File: src/rtl/uart_pkg.sv
// ----------------------------------------------------------------------------
// uart_pkg
// Shared types for the UART blocks (transmitter now, receiver later).
//   parity_t   : frame parity mode (none / odd / even)
//   tx_state_t : transmitter FSM states
//   parity_bit : maps the XOR of the payload to the bit put on the line
// ----------------------------------------------------------------------------
package uart_pkg;

    typedef enum logic [1:0] {
        PAR_NONE = 2'd0,
        PAR_ODD  = 2'd1,
        PAR_EVEN = 2'd2
    } parity_t;

    typedef enum logic [2:0] {
        ST_IDLE   = 3'd0,
        ST_START  = 3'd1,
        ST_DATA   = 3'd2,
        ST_PARITY = 3'd3,
        ST_STOP   = 3'd4
    } tx_state_t;

    // Even parity transmits the XOR of the data bits, odd parity its inverse.
    function automatic logic parity_bit(input parity_t mode, input logic data_xor);
        return (mode == PAR_ODD) ? ~data_xor : data_xor;
    endfunction

endpackage

File: src/rtl/uart_tx_fifo_if.sv
// ----------------------------------------------------------------------------
// uart_tx_fifo_if
// Producer-side handshake of the UART transmitter.
//   data  : word to send (DATA_BITS wide)
//   valid : producer has a word; taken on an edge where valid && ready
//   ready : transmitter FIFO not full
//   level : current FIFO occupancy
// master = producer, slave = uart_tx_fifo.
// ----------------------------------------------------------------------------
interface uart_tx_fifo_if #(
    parameter int DATA_BITS  = 8,
    parameter int FIFO_DEPTH = 4
);
    localparam int LVL_W = $clog2(FIFO_DEPTH) + 1;

    logic [DATA_BITS-1:0] data;
    logic                 valid;
    logic                 ready;
    logic [LVL_W-1:0]     level;

    modport master (output data, output valid, input ready, input level);
    modport slave  (input data, input valid, output ready, output level);
endinterface

File: src/rtl/sync_fifo.sv
// ----------------------------------------------------------------------------
// sync_fifo
// Single-clock FIFO with registered storage and a first-word-fall-through
// read port (rd_data_o always shows the head entry).
//   clk, rst_n : clock, asynchronous active-low reset (pointers/level only)
//   push_i     : write wr_data_i (ignored when full)
//   pop_i      : drop the head entry (ignored when empty)
//   rd_data_o  : head entry
//   full_o, empty_o, level_o : occupancy status
// DEPTH must be a power of two so the pointers wrap naturally.
// ----------------------------------------------------------------------------
module sync_fifo #(
    parameter int WIDTH = 8,
    parameter int DEPTH = 4
) (
    input  logic                       clk,
    input  logic                       rst_n,
    input  logic                       push_i,
    input  logic [WIDTH-1:0]           wr_data_i,
    input  logic                       pop_i,
    output logic [WIDTH-1:0]           rd_data_o,
    output logic                       full_o,
    output logic                       empty_o,
    output logic [$clog2(DEPTH):0]     level_o
);
    localparam int PTR_W = $clog2(DEPTH);
    localparam int LVL_W = PTR_W + 1;

    logic [WIDTH-1:0] mem_q [DEPTH];
    logic [PTR_W-1:0] wr_ptr_q, rd_ptr_q;
    logic [LVL_W-1:0] level_q;
    logic             push_ok, pop_ok;

    assign full_o    = (level_q == LVL_W'(DEPTH));
    assign empty_o   = (level_q == '0);
    assign level_o   = level_q;
    assign rd_data_o = mem_q[rd_ptr_q];

    assign push_ok = push_i && !full_o;
    assign pop_ok  = pop_i && !empty_o;

    // Storage carries no reset; only the pointers decide what is valid.
    always_ff @(posedge clk) begin
        if (push_ok) begin
            mem_q[wr_ptr_q] <= wr_data_i;
        end
    end

    always_ff @(posedge clk or negedge rst_n) begin
        if (!rst_n) begin
            wr_ptr_q <= '0;
            rd_ptr_q <= '0;
            level_q  <= '0;
        end else begin
            if (push_ok) begin
                wr_ptr_q <= wr_ptr_q + PTR_W'(1);
            end
            if (pop_ok) begin
                rd_ptr_q <= rd_ptr_q + PTR_W'(1);
            end
            // Simultaneous push and pop leave the occupancy unchanged.
            case ({push_ok, pop_ok})
                2'b10:   level_q <= level_q + LVL_W'(1);
                2'b01:   level_q <= level_q - LVL_W'(1);
                default: level_q <= level_q;
            endcase
        end
    end

endmodule

File: src/rtl/uart_tx_fifo.sv
// ----------------------------------------------------------------------------
// uart_tx_fifo
// UART transmitter with an integrated transmit FIFO. Frames are
// start / DATA_BITS LSB-first / optional parity / STOP_BITS stop, and
// queued words go out back-to-back with no idle gap.
//   clk   : system clock
//   rst_n : asynchronous active-low reset; abandons any frame, tx high at once
//   bus   : producer handshake (data / valid / ready / level)
//   tx    : serial line, registered, idle high
//   busy  : a frame is on the line or the FIFO holds words
// ----------------------------------------------------------------------------
module uart_tx_fifo
    import uart_pkg::*;
#(
    parameter int      CLK_FREQ   = 12_000_000,
    parameter int      BAUD_RATE  = 115200,
    parameter int      DATA_BITS  = 8,
    parameter parity_t PARITY     = PAR_NONE,
    parameter int      STOP_BITS  = 1,
    parameter int      FIFO_DEPTH = 4
) (
    input  logic           clk,
    input  logic           rst_n,
    uart_tx_fifo_if.slave  bus,
    output logic           tx,
    output logic           busy
);
    localparam int CPB   = CLK_FREQ / BAUD_RATE;
    localparam int CNT_W = $clog2(CPB);
    localparam int BIT_W = $clog2(DATA_BITS);
    localparam int LVL_W = $clog2(FIFO_DEPTH) + 1;

    tx_state_t            state_q;
    logic [CNT_W-1:0]     cyc_q;
    logic [BIT_W-1:0]     bit_q;
    logic                 stop_q;
    logic [DATA_BITS-1:0] shift_q;
    logic                 par_q;
    logic                 tx_q;
    logic                 busy_q;

    logic [DATA_BITS-1:0] fifo_rd;
    logic                 fifo_full, fifo_empty;
    logic [LVL_W-1:0]     fifo_level;
    logic                 push, pop;
    logic                 bit_end, last_stop;

    assign push      = bus.valid && bus.ready;
    assign bus.ready = !fifo_full;
    assign bus.level = fifo_level;

    assign bit_end   = (cyc_q == CNT_W'(CPB - 1));
    assign last_stop = (STOP_BITS == 1) ? 1'b1 : stop_q;

    // The head is taken either from IDLE or on the very last stop-bit cycle,
    // which is what makes consecutive frames abut with no idle cycle.
    assign pop = !fifo_empty &&
                 ((state_q == ST_IDLE) ||
                  (state_q == ST_STOP && bit_end && last_stop));

    sync_fifo #(
        .WIDTH (DATA_BITS),
        .DEPTH (FIFO_DEPTH)
    ) u_fifo (
        .clk       (clk),
        .rst_n     (rst_n),
        .push_i    (push),
        .wr_data_i (bus.data),
        .pop_i     (pop),
        .rd_data_o (fifo_rd),
        .full_o    (fifo_full),
        .empty_o   (fifo_empty),
        .level_o   (fifo_level)
    );

    // Payload shift register and precomputed parity, loaded on pop.
    always_ff @(posedge clk) begin
        if (pop) begin
            shift_q <= fifo_rd;
            par_q   <= parity_bit(PARITY, ^fifo_rd);
        end else if (state_q == ST_DATA && bit_end) begin
            shift_q <= shift_q >> 1;
        end
    end

    // FSM. tx and busy are registered from the current state, so the line
    // trails the state by one cycle uniformly and every bit keeps its length.
    always_ff @(posedge clk or negedge rst_n) begin
        if (!rst_n) begin
            state_q <= ST_IDLE;
            cyc_q   <= '0;
            bit_q   <= '0;
            stop_q  <= 1'b0;
            tx_q    <= 1'b1;
            busy_q  <= 1'b0;
        end else begin
            busy_q <= (state_q != ST_IDLE) || !fifo_empty;

            case (state_q)
                ST_START:  tx_q <= 1'b0;
                ST_DATA:   tx_q <= shift_q[0];
                ST_PARITY: tx_q <= par_q;
                default:   tx_q <= 1'b1;
            endcase

            case (state_q)
                ST_IDLE: begin
                    cyc_q <= '0;
                    if (!fifo_empty) begin
                        state_q <= ST_START;
                    end
                end

                ST_START: begin
                    if (bit_end) begin
                        cyc_q   <= '0;
                        bit_q   <= '0;
                        state_q <= ST_DATA;
                    end else begin
                        cyc_q <= cyc_q + CNT_W'(1);
                    end
                end

                ST_DATA: begin
                    if (bit_end) begin
                        cyc_q <= '0;
                        if (bit_q == BIT_W'(DATA_BITS - 1)) begin
                            bit_q   <= '0;
                            stop_q  <= 1'b0;
                            state_q <= (PARITY != PAR_NONE) ? ST_PARITY : ST_STOP;
                        end else begin
                            bit_q <= bit_q + BIT_W'(1);
                        end
                    end else begin
                        cyc_q <= cyc_q + CNT_W'(1);
                    end
                end

                ST_PARITY: begin
                    if (bit_end) begin
                        cyc_q   <= '0;
                        stop_q  <= 1'b0;
                        state_q <= ST_STOP;
                    end else begin
                        cyc_q <= cyc_q + CNT_W'(1);
                    end
                end

                ST_STOP: begin
                    if (bit_end) begin
                        cyc_q <= '0;
                        if (last_stop) begin
                            stop_q  <= 1'b0;
                            state_q <= fifo_empty ? ST_IDLE : ST_START;
                        end else begin
                            stop_q <= 1'b1;
                        end
                    end else begin
                        cyc_q <= cyc_q + CNT_W'(1);
                    end
                end

                default: begin
                    cyc_q   <= '0;
                    state_q <= ST_IDLE;
                end
            endcase
        end
    end

    assign tx   = tx_q;
    assign busy = busy_q;

endmodule
File: src/flat_wrapper.sv
// flat-port wrapper written by rule: the top's interface ports become plain ports
module uart_tx_fifo_flat import uart_pkg::*;
#(
    parameter int      CLK_FREQ   = 12_000_000,
    parameter int      BAUD_RATE  = 115200,
    parameter int      DATA_BITS  = 8,
    parameter parity_t PARITY     = PAR_NONE,
    parameter int      STOP_BITS  = 1,
    parameter int      FIFO_DEPTH = 4
)
  (clk, rst_n, tx, busy, bus_data, bus_valid, bus_ready, bus_level);
  uart_tx_fifo_if #(.DATA_BITS(DATA_BITS), .FIFO_DEPTH(FIFO_DEPTH)) bus_i ();
  input  logic clk;
  input  logic rst_n;
  output logic tx;
  output logic busy;
  input wire logic [$bits(bus_i.data)-1:0] bus_data;
  input wire logic [$bits(bus_i.valid)-1:0] bus_valid;
  output wire logic [$bits(bus_i.ready)-1:0] bus_ready;
  output wire logic [$bits(bus_i.level)-1:0] bus_level;
  assign bus_i.data = bus_data;
  assign bus_i.valid = bus_valid;
  assign bus_ready = bus_i.ready;
  assign bus_level = bus_i.level;
  uart_tx_fifo #(.CLK_FREQ(CLK_FREQ), .BAUD_RATE(BAUD_RATE), .DATA_BITS(DATA_BITS), .PARITY(PARITY), .STOP_BITS(STOP_BITS), .FIFO_DEPTH(FIFO_DEPTH)) u_core (.clk(clk), .rst_n(rst_n), .bus(bus_i), .tx(tx), .busy(busy));
endmodule
File: config.mk
export PLATFORM = sky130hd
export DESIGN_NAME = uart_tx_fifo_flat
export DESIGN_NICKNAME = d
export VERILOG_FILES = /design/src/rtl/uart_pkg.sv /design/src/rtl/uart_tx_fifo_if.sv /design/src/rtl/sync_fifo.sv /design/src/rtl/uart_tx_fifo.sv /design/src/flat_wrapper.sv
export SDC_FILE = /design/constraint.sdc
export NUM_CORES = 1
export LEC_CHECK = 0
export ABC_CLOCK_PERIOD_IN_PS = 3200
export CAP_MARGIN = 20
export CORE_MARGIN = 2
export CORE_UTILIZATION = 55
export DETAILED_ROUTE_END_ITERATION = 8
export PLACE_DENSITY = 0.76
export SETUP_SLACK_MARGIN = 0.15
export SLEW_MARGIN = 20
export SYNTH_ARGS = -nofsm -noshare
export SYNTH_HDL_FRONTEND = slang
export SYNTH_SLANG_ARGS = --single-unit
File: constraint.sdc
create_clock -name clk -period 3.2 [get_ports clk]
set_clock_uncertainty 0.2 [all_clocks]
set_input_delay 0.32 -clock clk [delete_from_list [all_inputs] [get_ports clk]]
set_output_delay 0.32 -clock clk [all_outputs]
set_load 0.005 [all_outputs]
==> results of run 1 <==
[cell families (layout without fill, tap and decap cells)]
group,after synthesis,count (layout)
flops,63,63
simple gates,45,45
xor+xnor,19,19
mux,17,17
compound gates,15,15
buf+inv,14,41
fa+ha+maj,9,9
[per-stage QoR]
step / util / hold slack, ps / cell area, um^2 / total power [mW]
floorplan: - / -176 / 2770 / 1.91
finish: 0.657 / 280 / 3140 / 2.67
detailed placement: 0.623 / 279 / 2980 / 2.16
CTS: 0.656 / 287 / 3140 / 2.71
global route: 0.657 / 331 / 3140 / 2.84
global placement: 0.623 / 264 / 2980 / 2.10
[repair_timing]
action                     CTS  global route
buffers inserted             0             0
setup endpoints to repair    8             1
hold endpoints to repair     0            21
resized for setup            1             0
pin swaps                    0             1
hold buffers                 0             1
gates cloned                 0             0
[final timing paths]
path	startpoint	to	slack, ps	cells past startpoint
setup / recovery	u_core.cyc_q[0]$_DFF_PN0_	u_core.u_fifo.level_o[1]$_DFFE_PN0P_	320	8
hold / removal	rst_n	u_core.bit_q[2]$_DFFE_PN0P_	280	2
setup reg to reg	u_core.cyc_q[0]$_DFF_PN0_	u_core.u_fifo.level_o[1]$_DFFE_PN0P_	320	8
hold reg to reg	u_core.cyc_q[0]$_DFF_PN0_	u_core.cyc_q[0]$_DFF_PN0_	280	1
max in group asynchronous	rst_n	u_core.tx$_DFF_PN1_	2170	2
min in group clk	u_core.cyc_q[0]$_DFF_PN0_	u_core.cyc_q[0]$_DFF_PN0_	280	1
[layer usage]
layer	vias up	share of wire	global-route usage
li1	708	-	-
met1	767	0.43	0.233
met2	39	0.51	0.302
met3	9	0.037	0.0535
met4	0	0.023	0.117
met5	-	0	0
[layout make-up]
type	count	area [um^2]	area share
well taps	67	83.8	0.0267
flip-flops and latches	63	1780	0.567
multi-input cells	105	922	0.293
clock buffers	11	131	0.0418
clock inverters	5	25.0	0.00796
repair buffers	18	173	0.0549
inverters	7	26.3	0.00836
[cells in the mapped netlist (2+ instances only)]
master / instances
and2_1: 2
and3_1: 4
buf_2: 2
clkbuf_1: 4
dfrtp_1: 21
edfxtp_1: 41
ha_1: 8
inv_1: 7
mux2_2: 4
mux2_4: 5
mux4_2: 8
nand2_1: 9
nand2b_1: 3
nand3_1: 4
nand3b_1: 2
nor2_1: 13
o21ai_0: 7
or2_2: 2
xnor2_1: 15
xor2_1: 4
[power by group through the flow]
stage          Sequential (mW)  Combinational, mW  Clock (mW)
2_1_floorplan             1.20              0.701           0
3_3_place_gp              1.28              0.819           0
3_5_place_dp              1.30              0.859           0
4_1_cts                   1.28              0.861       0.567
5_1_grt                   1.31              0.925       0.600
6_report                  1.28              0.841       0.552
[sequential cells by signal, summed over array words and instances (netlist names)]
| register | flops |
|---|---|
| u_core.busy | 1 |
| u_core.u_fifo.wr_ptr_q | 2 |
| u_core.cyc_q | 7 |
| u_core.bit_q | 3 |
| u_core.tx | 1 |
| u_core.u_fifo.mem_q | 32 |
| u_core.state_q | 3 |
| u_core.u_fifo.level_o | 3 |
| u_core.par_q | 1 |
| u_core.shift_q | 8 |
| u_core.u_fifo.rd_ptr_q | 2 |
[placed cells by master, fill, tap and decap left out, types with 2 or more instances in the layout]
| master | n |
|---|---|
| o21ai_0 | 6 |
| nand2_1 | 9 |
| inv_1 | 7 |
| clkinv_2 | 2 |
| clkdlybuf4s50_1 | 15 |
| or2_2 | 2 |
| nand3b_1 | 2 |
| mux2_4 | 5 |
| mux4_2 | 8 |
| clkbuf_8 | 9 |
| clkinv_1 | 2 |
| ha_1 | 8 |
| clkbuf_1 | 2 |
| and3_1 | 4 |
| edfxtp_1 | 41 |
| xor2_1 | 4 |
| xnor2_1 | 15 |
| and2_1 | 2 |
| nand3_1 | 4 |
| nand2b_1 | 3 |
| dfrtp_1 | 21 |
| nor2_1 | 13 |
| mux2_2 | 4 |
[worst reg2reg max path, stage by stage, from the launching register on]
cell and delay, ps:
dfrtp_1 380, ha_1 230, nand2_1 100, or4_4 500
a211o_1 350, inv_1 100, ha_1 210, fa_1 430
mux2_2 270
==> results.yml, run 1 <==
pwr:
  power_frac_seq: 0.479
  static-leakage-power_nw: 1.19
  pwr-share-clk: 0.206
  switching_share: 0.308
  largest_voltage_drop_on_the_vdd_net_mv: 0.422
  power.density_cell_area_nw_per_um2: 850
  power.switching_uw: 823
  p_int_mw: 1.85
  comb_power_share: 0.315
yosys:
  synth_warnings: 0
  share_of_the_synthesized_area_in_compound_gates_ao_oa_aoi_oai: 0.0371
  yosys.area_share.xor_xnor: 0.0601
  synth.yosys.seq_area_share: 0.644
  syn_avg_cell_area_um2: 15.2
  yosys_reg_bits: 63
  synth.cell_area_um2: 2770
  yosys.area.top_type: "edfxtp_1"
  post_synth_fa_ha_maj_area_fraction: 0.0434
  synth_nets: 202
  synth_simple_gate_area_frac: 0.0841
  yosys-top-cells-area: "edfxtp_1 44%, dfrtp_1 19%, mux4_2 6.5%"
  synth_top_flop_cell: "edfxtp_1"
  cell_count_after_synthesis: 182
  largest_family_of_logic_cells_by_synthesized_area: "multiplexers"
  synth_top_area_share: 0.445
  synthDistinctLibCells: 37
  yosys-mux-area-fraction: 0.108
  synth-edff-count: 41
  ys_async_sr_fraction: 0.349
grt:
  grtUsageTotal: 0.191
  grt_antenna_before_repair: 0
  grt_pass1_vias: 1607
  global_route.overflow_total: 0
  grt_pass1_wl_um: 7560
  grt_start_max_net_pins: 23
finish:
  layout-area-overhead-vs-synth_pct: 13.6
  final_layout_size_suffix_gt1_frac: 0.177
  finish.net_count: 224
  final-instance-count-excl-fill: 276
  n_fill_cell: 334
  insertedDiodeCount: 0
detailed_routing:
  drt-vias-per-instance: 5.52
  drtIter0Drc: 124
  drtPass1Iterations: 4
  route.detailed.drc: 0
  routed_wl_um: 4380
  dr_total_vias: 1523
  final_antenna_net_count: 0
  wl_per_cell_um: 15.9
placement:
  port_buffers: 16
  place.gp.congestion: 0.739
  detailedPlace.worstSlack_ps: 160
  hpwl_um: 3070
  dp.cells: 259
setup_path:
  setup.worst_path.start_class: "flop"
  timing.critical_path.max_delay_family: "adder cells"
  slowest_delay_ps: 500
  endpoint_class_of_the_critical_path: "flop"
  crit_path_cell_trace: "ha_1 > nand2_1 > or4_4 > a211o_1 > inv_1 > ha_1 > fa_1 > mux2_2"
  critical_path_buf_inv_count: 1
  crit_arrival_ps: 2900
  crit_path_max_fanout: 13
  critical_path.most_common_cell: "ha_1"
  critical_path_required_ps: 3210
  crit_slowest_cell: "or4_4"
  worst-setup-path-type: "reg2reg"
floorplan:
  die_width_um: 74.9
  rows: 25
  die_height_um: 74.9
  dieArea_um2: 5620
  ios: 17
  starting_utilization_of_the_core_area: 0.578
  core_area_um2: 4790
run:
  timing.max_cap.violations: 0
sta:
  period_share: 0.900
  final-setup-viol-count: 0
  slew_headroom: 0.548
  setup_tns_ps: 0
  max_freq_mhz: 347
  timing.final.crit_period_ps: 2880
  timing_max_transition_violations_final: 0
  fin_ws_ps: 319
  unrepaired_setup_endpoints_after_global_routing: "no"
  timing.final.hold_violations: 0
  worstMarginPinSlew_ps: 673
clocking:
  cts_tree: "built"
  cts.path.max_buffers: 2
  clk_transition_reported_paths_ps: 70
  clkLatencyLatePin_ps: 330
  num_clock_sinks: 63
  cts_buffer_count: 9
  clockRootBuffer: "clkbuf_8"
  cts_max_level: 3
worst_hold_path:
  min_path_type: "in2async"
run_status:
  status: "complete, no violations"
Power figures use the tool's default switching activity.
==> run 2, diff against run 1 <==
CORE_MARGIN = not set   (was 2)
==> results.yml, run 2 (same netlist as run 1, synthesis figures left out) <==
run_status:
  status: "complete, no violations"
detailed_routing:
  drtPass1Iterations: 4
  drt-vias-per-instance: 5.36
  route.detailed.drc: 0
  dr_total_vias: 1480
  final_antenna_net_count: 0
  routed_wl_um: 4280
  drtIter0Drc: 167
  wl_per_cell_um: 15.5
grt:
  grt_pass1_wl_um: 7180
  global_route.overflow_total: 0
  grtUsageTotal: 0.192
  grt_pass1_vias: 1563
  grt_antenna_before_repair: 0
  grt_start_max_net_pins: 23
floorplan:
  die_height_um: 72.9
  rows: 25
  starting_utilization_of_the_core_area: 0.578
  die_width_um: 72.9
  ios: 17
  dieArea_um2: 5320
  core_area_um2: 4790
placement:
  place.gp.congestion: 0.701
  hpwl_um: 2990
  port_buffers: 16
sta:
  period_share: 0.889
  worstMarginPinSlew_ps: 673
  final-setup-viol-count: 0
  timing_max_transition_violations_final: 0
  unrepaired_setup_endpoints_after_global_routing: "no"
  max_freq_mhz: 351
  timing.final.hold_violations: 0
  whs_ps: 273
  timing.final.crit_period_ps: 2850
  slew_headroom: 0.548
  setup_tns_ps: 0
clocking:
  post-cts-setup-buffer-count: 0
  clkLatencyLatePin_ps: 340
  clk_transition_reported_paths_ps: 70
  cts_tree: "built"
  cts_max_level: 3
  clockRootBuffer: "clkbuf_8"
  cts_buffer_count: 9
  cts.path.max_buffers: 2
  num_clock_sinks: 63
finish:
  top_register: "u_core.u_fifo.mem_q"
  layout_commonest_cell: "edfxtp_1"
  layout-area-overhead-vs-synth_pct: 14.6
  fin_util: 0.662
  insertedDiodeCount: 0
  layout_common_cells: "41 x edfxtp_1, 21 x dfrtp_1, 15 x xnor2_1, 15 x clkdlybuf4s50_1, 13 x nor2_1"
  finish.net_count: 224
  largest_registers: "u_core.u_fifo.mem_q (32), u_core.shift_q (8), u_core.cyc_q (7)"
  largest_register_ffs: 32
  final_layout_size_suffix_gt1_frac: 0.187
setup_path:
  critical_path.reg2reg.startpoint: "u_core.cyc_q[0]$_DFF_PN0_"
  crit_arrival_ps: 2870
  critical_path_required_ps: 3220
  worstSetupStartpoint: "u_core.cyc_q[0]$_DFF_PN0_"
  endpoint_class_of_the_critical_path: "flop"
  setup.worst_path.start_class: "flop"
  worst-setup-path-type: "reg2reg"
  crit_path_max_fanout: 13
pwr:
  power.density_cell_area_nw_per_um2: 872
  static-leakage-power_nw: 1.21
  largest_voltage_drop_on_the_vdd_net_mv: 0.435
worst_hold_path:
  min_path_type: "in2async"
run:
  timing.max_cap.violations: 0
==> run 2: timing repair <==
item | CTS | global route
gates resized for setup | 1 | 1
hold buffers | 0 | 1
endpoints found under the hold margin | 0 | 21
setup endpoints to repair | 3 | 1
pin swaps | 0 | 1
gates cloned | 0 | 0
==> run 2: routing by layer <==
layer,global-route usage,vias to the layer above,wire [um]
met4,0.0850,0,70
met3,0.0580,8,153
met2,0.308,30,2190
li1,-,705,-
met1,0.242,737,1860
met5,0,-,0
==> run 2: path summary, 6_finish.rpt <==
| check | to | slack [ps] | cells after the start |
|---|---|---|---|
| worst min-delay path | u_core.bit_q[1]$_DFFE_PN0P_ | 270 | 2 |
| worst max register to register | u_core.u_fifo.level_o[1]$_DFFE_PN0P_ | 350 | 8 |
| worst min register to register | u_core.cyc_q[0]$_DFF_PN0_ | 290 | 1 |
| min in group clk | u_core.cyc_q[0]$_DFF_PN0_ | 290 | 1 |
| max in group asynchronous | u_core.tx$_DFF_PN1_ | 2180 | 2 |
| worst max-delay path | u_core.u_fifo.level_o[1]$_DFFE_PN0P_ | 350 | 8 |
==> run 2: stage by stage <==
stage / setup slack (ps) / total power, mW / cell area [um^2] / cells
2_1_floorplan: 347 / 1.91 / 2770 / 182
3_3_place_gp: 325 / 2.10 / 2980 / 259
3_5_place_dp: 168 / 2.16 / 2980 / 259
4_1_cts: 260 / 2.79 / 3160 / 275
5_1_grt: 202 / 2.92 / 3170 / 276
6_report: 354 / 2.77 / 3170 / 276
==> run 2: final cells by class <==
type | count | area (um^2)
Tap cell | 67 | 83.8
Fill cell | 332 | 1620
Multi-Input combinational cell | 105 | 925
Sequential cell | 63 | 1780
Timing Repair Buffer | 18 | 173
Inverter | 7 | 26.3
Clock buffer | 11 | 131
Clock inverter | 5 | 48.8
==> run 2: where the power goes <==
part | leakage (nW) | total [mW] | switching (mW) | internal, mW
clock network | 0.0945 | 0.637 | 0.284 | 0.353
registers | 0.646 | 1.28 | 0.170 | 1.11
logic | 0.468 | 0.850 | 0.380 | 0.470
==> run 2: critical path, cell delays in order (launching register included) <==
cell	delay, ps
dfrtp_1	390
ha_2	220
nand2_1	80
or4_4	500
a211o_1	350
inv_1	90
ha_1	210
fa_1	430
mux2_2	270
==> run 3, diff against run 2 <==
CTS_CLUSTER_DIAMETER = 200   (was not set)
==> results of run 3 <==
The final DEF is identical to that of run 2; final timing and power are the same.
